**src/rtl/rat_reduce.sv**
```systemverilog
// Reduces a signed rational num/den to lowest terms. A binary GCD runs first,
// then two restoring dividers produce |num|/g and den/g together.
module rat_reduce #(
   parameter int WIDTH = 32
) (
   input  logic             clk,
   input  logic             rst,
   input  logic             in_valid,
   output logic             in_ready,
   input  logic [WIDTH-1:0] in_num,
   input  logic [WIDTH-1:0] in_den,
   output logic             out_valid,
   input  logic             out_ready,
   output logic [WIDTH-1:0] out_num,
   output logic [WIDTH-1:0] out_den,
   output logic             out_err
);
   localparam int KW = $clog2(WIDTH) + 1;
   localparam logic [KW-1:0]    K_ONE = KW'(1);
   localparam logic [KW-1:0]    LAST  = KW'(WIDTH - 1);
   localparam logic [WIDTH-1:0] ONE   = WIDTH'(1);

   typedef enum logic [1:0] {IDLE, GCD, DIV, DONE} state_t;

   state_t           state_q;
   logic             sign_q;
   logic [WIDTH-1:0] a_q, b_q, g_q;
   logic [KW-1:0]    k_q, cnt_q;
   logic [WIDTH-1:0] dvd_num_q, dvd_den_q, rem_num_q, rem_den_q;
   logic [WIDTH-1:0] dvd_num_d, dvd_den_d, rem_num_d, rem_den_d;
   logic [WIDTH-1:0] out_num_q, out_den_q;
   logic             out_valid_q, out_err_q;
   logic [WIDTH:0]   trial_num, trial_den;
   logic             fit_num, fit_den;
   logic [WIDTH-1:0] abs_in;

   // Dividend registers shift left while quotient bits enter at the LSB, so
   // after WIDTH steps they hold the quotients.
   always_comb begin
      abs_in    = in_num[WIDTH-1] ? (~in_num + ONE) : in_num;
      trial_num = {rem_num_q, dvd_num_q[WIDTH-1]};
      trial_den = {rem_den_q, dvd_den_q[WIDTH-1]};
      fit_num   = trial_num >= {1'b0, g_q};
      fit_den   = trial_den >= {1'b0, g_q};
      rem_num_d = fit_num ? WIDTH'(trial_num - {1'b0, g_q}) : trial_num[WIDTH-1:0];
      rem_den_d = fit_den ? WIDTH'(trial_den - {1'b0, g_q}) : trial_den[WIDTH-1:0];
      dvd_num_d = {dvd_num_q[WIDTH-2:0], fit_num};
      dvd_den_d = {dvd_den_q[WIDTH-2:0], fit_den};
   end

   always_ff @(posedge clk or posedge rst) begin
      if (rst) begin
         state_q     <= IDLE;
         sign_q      <= 1'b0;
         a_q         <= '0;
         b_q         <= '0;
         g_q         <= '0;
         k_q         <= '0;
         cnt_q       <= '0;
         dvd_num_q   <= '0;
         dvd_den_q   <= '0;
         rem_num_q   <= '0;
         rem_den_q   <= '0;
         out_num_q   <= '0;
         out_den_q   <= '0;
         out_valid_q <= 1'b0;
         out_err_q   <= 1'b0;
      end else begin
         case (state_q)
            IDLE: begin
               if (in_valid) begin
                  sign_q    <= in_num[WIDTH-1];
                  a_q       <= abs_in;
                  b_q       <= in_den;
                  k_q       <= '0;
                  dvd_num_q <= abs_in;
                  dvd_den_q <= in_den;
                  rem_num_q <= '0;
                  rem_den_q <= '0;
                  if (in_den == '0) begin
                     out_num_q   <= in_num;
                     out_den_q   <= '0;
                     out_err_q   <= 1'b1;
                     out_valid_q <= 1'b1;
                     state_q     <= DONE;
                  end else begin
                     state_q <= GCD;
                  end
               end
            end
            GCD: begin
               if (a_q == '0 || b_q == '0) begin
                  g_q     <= (a_q | b_q) << k_q;
                  cnt_q   <= '0;
                  state_q <= DIV;
               end else if (!a_q[0] && !b_q[0]) begin
                  a_q <= a_q >> 1;
                  b_q <= b_q >> 1;
                  k_q <= k_q + K_ONE;
               end else if (!a_q[0]) begin
                  a_q <= a_q >> 1;
               end else if (!b_q[0]) begin
                  b_q <= b_q >> 1;
               end else if (a_q >= b_q) begin
                  a_q <= a_q - b_q;
               end else begin
                  b_q <= b_q - a_q;
               end
            end
            DIV: begin
               rem_num_q <= rem_num_d;
               rem_den_q <= rem_den_d;
               dvd_num_q <= dvd_num_d;
               dvd_den_q <= dvd_den_d;
               cnt_q     <= cnt_q + K_ONE;
               if (cnt_q == LAST) begin
                  out_num_q   <= sign_q ? (~dvd_num_d + ONE) : dvd_num_d;
                  out_den_q   <= dvd_den_d;
                  out_err_q   <= 1'b0;
                  out_valid_q <= 1'b1;
                  state_q     <= DONE;
               end
            end
            DONE: begin
               if (out_ready) begin
                  out_valid_q <= 1'b0;
                  state_q     <= IDLE;
               end
            end
            default: state_q <= IDLE;
         endcase
      end
   end

`ifndef SYNTHESIS
   // g divides both operands, so a nonzero remainder means the GCD went wrong.
   always_ff @(posedge clk) begin
      if (!rst && state_q == DIV && cnt_q == LAST)
         assert (rem_num_d == '0 && rem_den_d == '0);
   end
`endif

   assign in_ready  = (state_q == IDLE);
   assign out_valid = out_valid_q;
   assign out_num   = out_num_q;
   assign out_den   = out_den_q;
   assign out_err   = out_err_q;
endmodule

```
**config.mk**
```make
export PLATFORM = sky130hd
export DESIGN_NAME = rat_reduce
export DESIGN_NICKNAME = d
export VERILOG_FILES = /design/src/rtl/rat_reduce.sv
export SDC_FILE = /design/constraint.sdc
export NUM_CORES = 1
export LEC_CHECK = 0
export ABC_CLOCK_PERIOD_IN_PS = 24500
export BUFFER_PORTS_ARGS = -buffer_cell sky130_fd_sc_hd__buf_2
export CORE_MARGIN = 3
export CORE_UTILIZATION = 32
export CTS_CLUSTER_SIZE = 12
export DETAILED_ROUTE_END_ITERATION = 8
export HOLD_SLACK_MARGIN = 0.15
export PLACE_DENSITY_LB_ADDON = 0.12
export SYNTH_ARGS = -nofsm -noshare
export SYNTH_HDL_FRONTEND = slang
export SYNTH_SLANG_ARGS = --single-unit
```
**constraint.sdc**
```tcl
create_clock -name clk -period 24.5 [get_ports clk]
set_input_delay 3.675 -clock clk [delete_from_list [all_inputs] [get_ports clk]]
set_output_delay 3.675 -clock clk [all_outputs]
set_load 0.01 [all_outputs]
```
==> run_results.csv <==
group,metric,value,unit
yosys,synth-seq-cells,305,
yosys,synth_nets,3182,
route,drtIter0Drc,1383,
power,vdd_drop_max,0.0387,mV
yosys,yosysTopAreaCell,"dfrtp_1",
timing,grt_setup_unrepaired,"no",
timing,tightestPinTransition,1.10,ns
final_layout,finalNetCount,3212,
final_layout,drive_above_1_share,10.1,%
yosys,yosys.area.top_type_share,31.5,%
yosys,synthArstFlopShare,100,%
timing,fin_setup_tns,0,ns
yosys,synth_cell_types,87,
timing,slew_headroom,26.0,%
global_routing,grt_pass1_vias,21900,
timing,finalCritPeriodShare,27.9,%
floorplanning,fp-row-count,100,
floorplanning,die_area,78900,µm²
timing,clock.fmax,146,MHz
route,drc,0,
yosys,post_synth.cell_area_avg,8.23,µm²
clocking,clock_path_buffers,3,
placed_design,dp_cells,3897,
clocking,cts_tree,"done",
placed_design,port_buffers,134,
setup_path,arrival,7.36,ns
global_routing,grt_pass1_wl,137000,µm
global_routing,grt_max_degree,147,
placed_design,dp_hpwl,68200,µm
route,wl_per_cell,22.6,µm
floorplanning,core,74700,µm²
route,routed_via_density,5.59,
final_layout,final_core_util,36.4,%
yosys,syn-cell-area,24200,µm²
global_routing,grt.overflow.total,0,
route,vias,22200,
clocking,cts_hold_buf,0,
setup_path,path_max_fanout,68,
yosys,synth_warnings,0,
global_routing,antenna_found_initial,3,
yosys,synthTopCellsByArea,"dfrtp_1 32%, ha_1 8.7%, o21ai_0 7.7%",
clocking,cts_resized,0,
setup_path,path_delay_family,"simple AND/OR/NAND/NOR gates",
clocking,cts_root_buf,"clkbuf_16",
setup_path,path_cells,"buf_2, nor4_1, nand4_1, o21ai_0, nand2b_1, nand2b_2, buf_4, or3_1, nand3_1",
timing,hold_viol,0,
setup_path,critical_path_class,"primary input to flip-flop",
setup_path,critPathLaunchType,"primary input",
placed_design,place.gp.congestion,0.948,
power,finalPower,1.21,mW
job,drv_cap,0,
final_layout,syn_to_final_growth,12.3,%
yosys,synth_ff_type,"dfrtp_1",
route,antenna_left,0,
timing,setup_viol,0,
timing,layout_min_cycle_time,6.84,ns
clocking,htree_num_levels,2,
power,powerDensity,44.5,nW/µm²
setup_path,slowest_delay,0.80,ns
clocking,post_cts_buffers,0,
floorplanning,dieWidth,281,µm
clocking,clock_latency,0.59,ns
yosys,synth_cells,2941,
yosys,synth_edf_count,0,
route,drt_wl_total,89800,µm
final_layout,fill_cells,7698,
power,p_leak,11.9,nW
setup_path,critPathCaptureType,"flip-flop",
floorplanning,die_h,281,µm
clocking,clk_pin_slew_worst_paths,0.06,ns
floorplanning,io-pin-count,135,
yosys,synth_seq_area_share,31.5,%
status,status,"completed",
clocking,numCtsBuffers,41,
floorplanning,start_util,32.4,%
setup_path,crit_buf_inv,2,
clocking,cts.sinks,305,
final_layout,layout.cells.non_filler,3974,
timing,finClkSkew,0.0305,ns
global_routing,track_usage,22.3,%
route,drtPass1Iterations,7,
setup_path,cp_slowest_cell,"nor4_1",
setup_path,crit_required,25.02,ns
min_path,hp-class,"flip-flop to flip-flop",
timing,maxSlewViolCount,0,
[final cells by class]
class	instances	area, µm²	area share (%)
flip-flops and latches	305	7630	28.1
well taps	969	1210	4.46
clock inverters	16	287	1.05
diodes	3	7.51	0.0276
repair buffers	161	886	3.26
inverters	176	668	2.46
clock buffers	58	1200	4.42
multi-input cells	2286	15300	56.2
[worst paths after layout]
path / start / slack (ns) / end / cells after the start
max: in_den[14] / 17.66 / out_num[5] / 9
min: k_q[1] / 0.47 / g_q[0] / 1
max reg2reg: g_q[1] / 19.36 / out_num[24] / 16
min reg2reg: k_q[1] / 0.47 / g_q[0] / 1
max in group asynchronous: rst / 19.88 / b_q[17] / 3
min in group asynchronous: rst / 3.26 / rem_den_q[29] / 2
[cell families after synthesis]
logic type,synth area share (%)
AO/OA/AOI/OAI,24.6
XOR/XNOR,5.72
AND/OR/NAND/NOR,16.1
multiplexers,7.37
buffers and inverters,5.64
flip-flops,31.5
adder cells (fa/ha/maj),9.07
[sequential cells by signal, summed over array words and instances, names as in the netlist, 32 cells and up]
register and count:
g_q 32, out_num 32, dvd_den_q 32, rem_num_q 32, b_q 32, dvd_num_q 32
a_q 32, out_den 32, rem_den_q 32
[metrics by stage]
stage	setup WS, ns	cell area, µm²	hold slack, ns
after floorplan	12.39	24200	0.439
after global placement	17.06	25700	0.446
after detailed placement	17.04	25700	0.461
after CTS	17.68	27200	0.467
after global routing	17.51	27200	0.477
final	17.66	27200	0.466
[Yosys cell counts (8+ instances only)]
cell type / count
nor3_1: 45
o221ai_1: 15
a221oi_1: 10
a21oi_1: 202
nor2b_1: 19
dfrtp_1: 305
o211ai_1: 21
o41ai_1: 14
xnor2_1: 111
buf_1: 11
o21bai_1: 31
clkbuf_1: 140
a22o_1: 33
ha_1: 169
xor2_1: 47
a31oi_1: 19
nand2_1: 366
o31ai_1: 45
o21ai_1: 18
o21ai_0: 373
a21boi_0: 9
a211oi_1: 27
or3_1: 25
buf_2: 19
and3_1: 8
o22ai_1: 13
nor2_1: 156
nor3b_1: 13
nand4_1: 30
a21o_1: 35
a32oi_1: 16
mux2_2: 11
mux2i_1: 132
inv_1: 166
nor4_1: 37
mux4_2: 15
nand2b_1: 30
nand3_1: 71
o21a_1: 14
[layer usage]
metal / vias to the layer above / share of wire (%) / GRT usage (%)
li1: 10600 / - / -
met1: 10800 / 43 / 28.5
met2: 604 / 47 / 37.1
met3: 158 / 4.5 / 2.88
met4: 2 / 5.6 / 11.4
met5: - / 0.010 / 0
[cell usage in the layout, fill, tap and decap left out, types with 31 or more instances in the layout]
cell,count
a21o_1,35
a21oi_1,202
a22o_1,33
buf_2,134
clkbuf_16,41
dfrtp_1,305
ha_1,167
inv_1,165
mux2i_1,131
nand2_1,366
nand3_1,71
nor2_1,155
nor3_1,44
nor4_1,37
o21ai_0,373
o21bai_1,31
o31ai_1,45
xnor2_1,111
xor2_1,47
[where the power goes]
part	switching, mW	internal [mW]
Combinational	0.0331	0.0118
Clock	0.253	0.407
Sequential	0	0.504
Total	0.286	0.923
(Power assumes the default switching activity.)
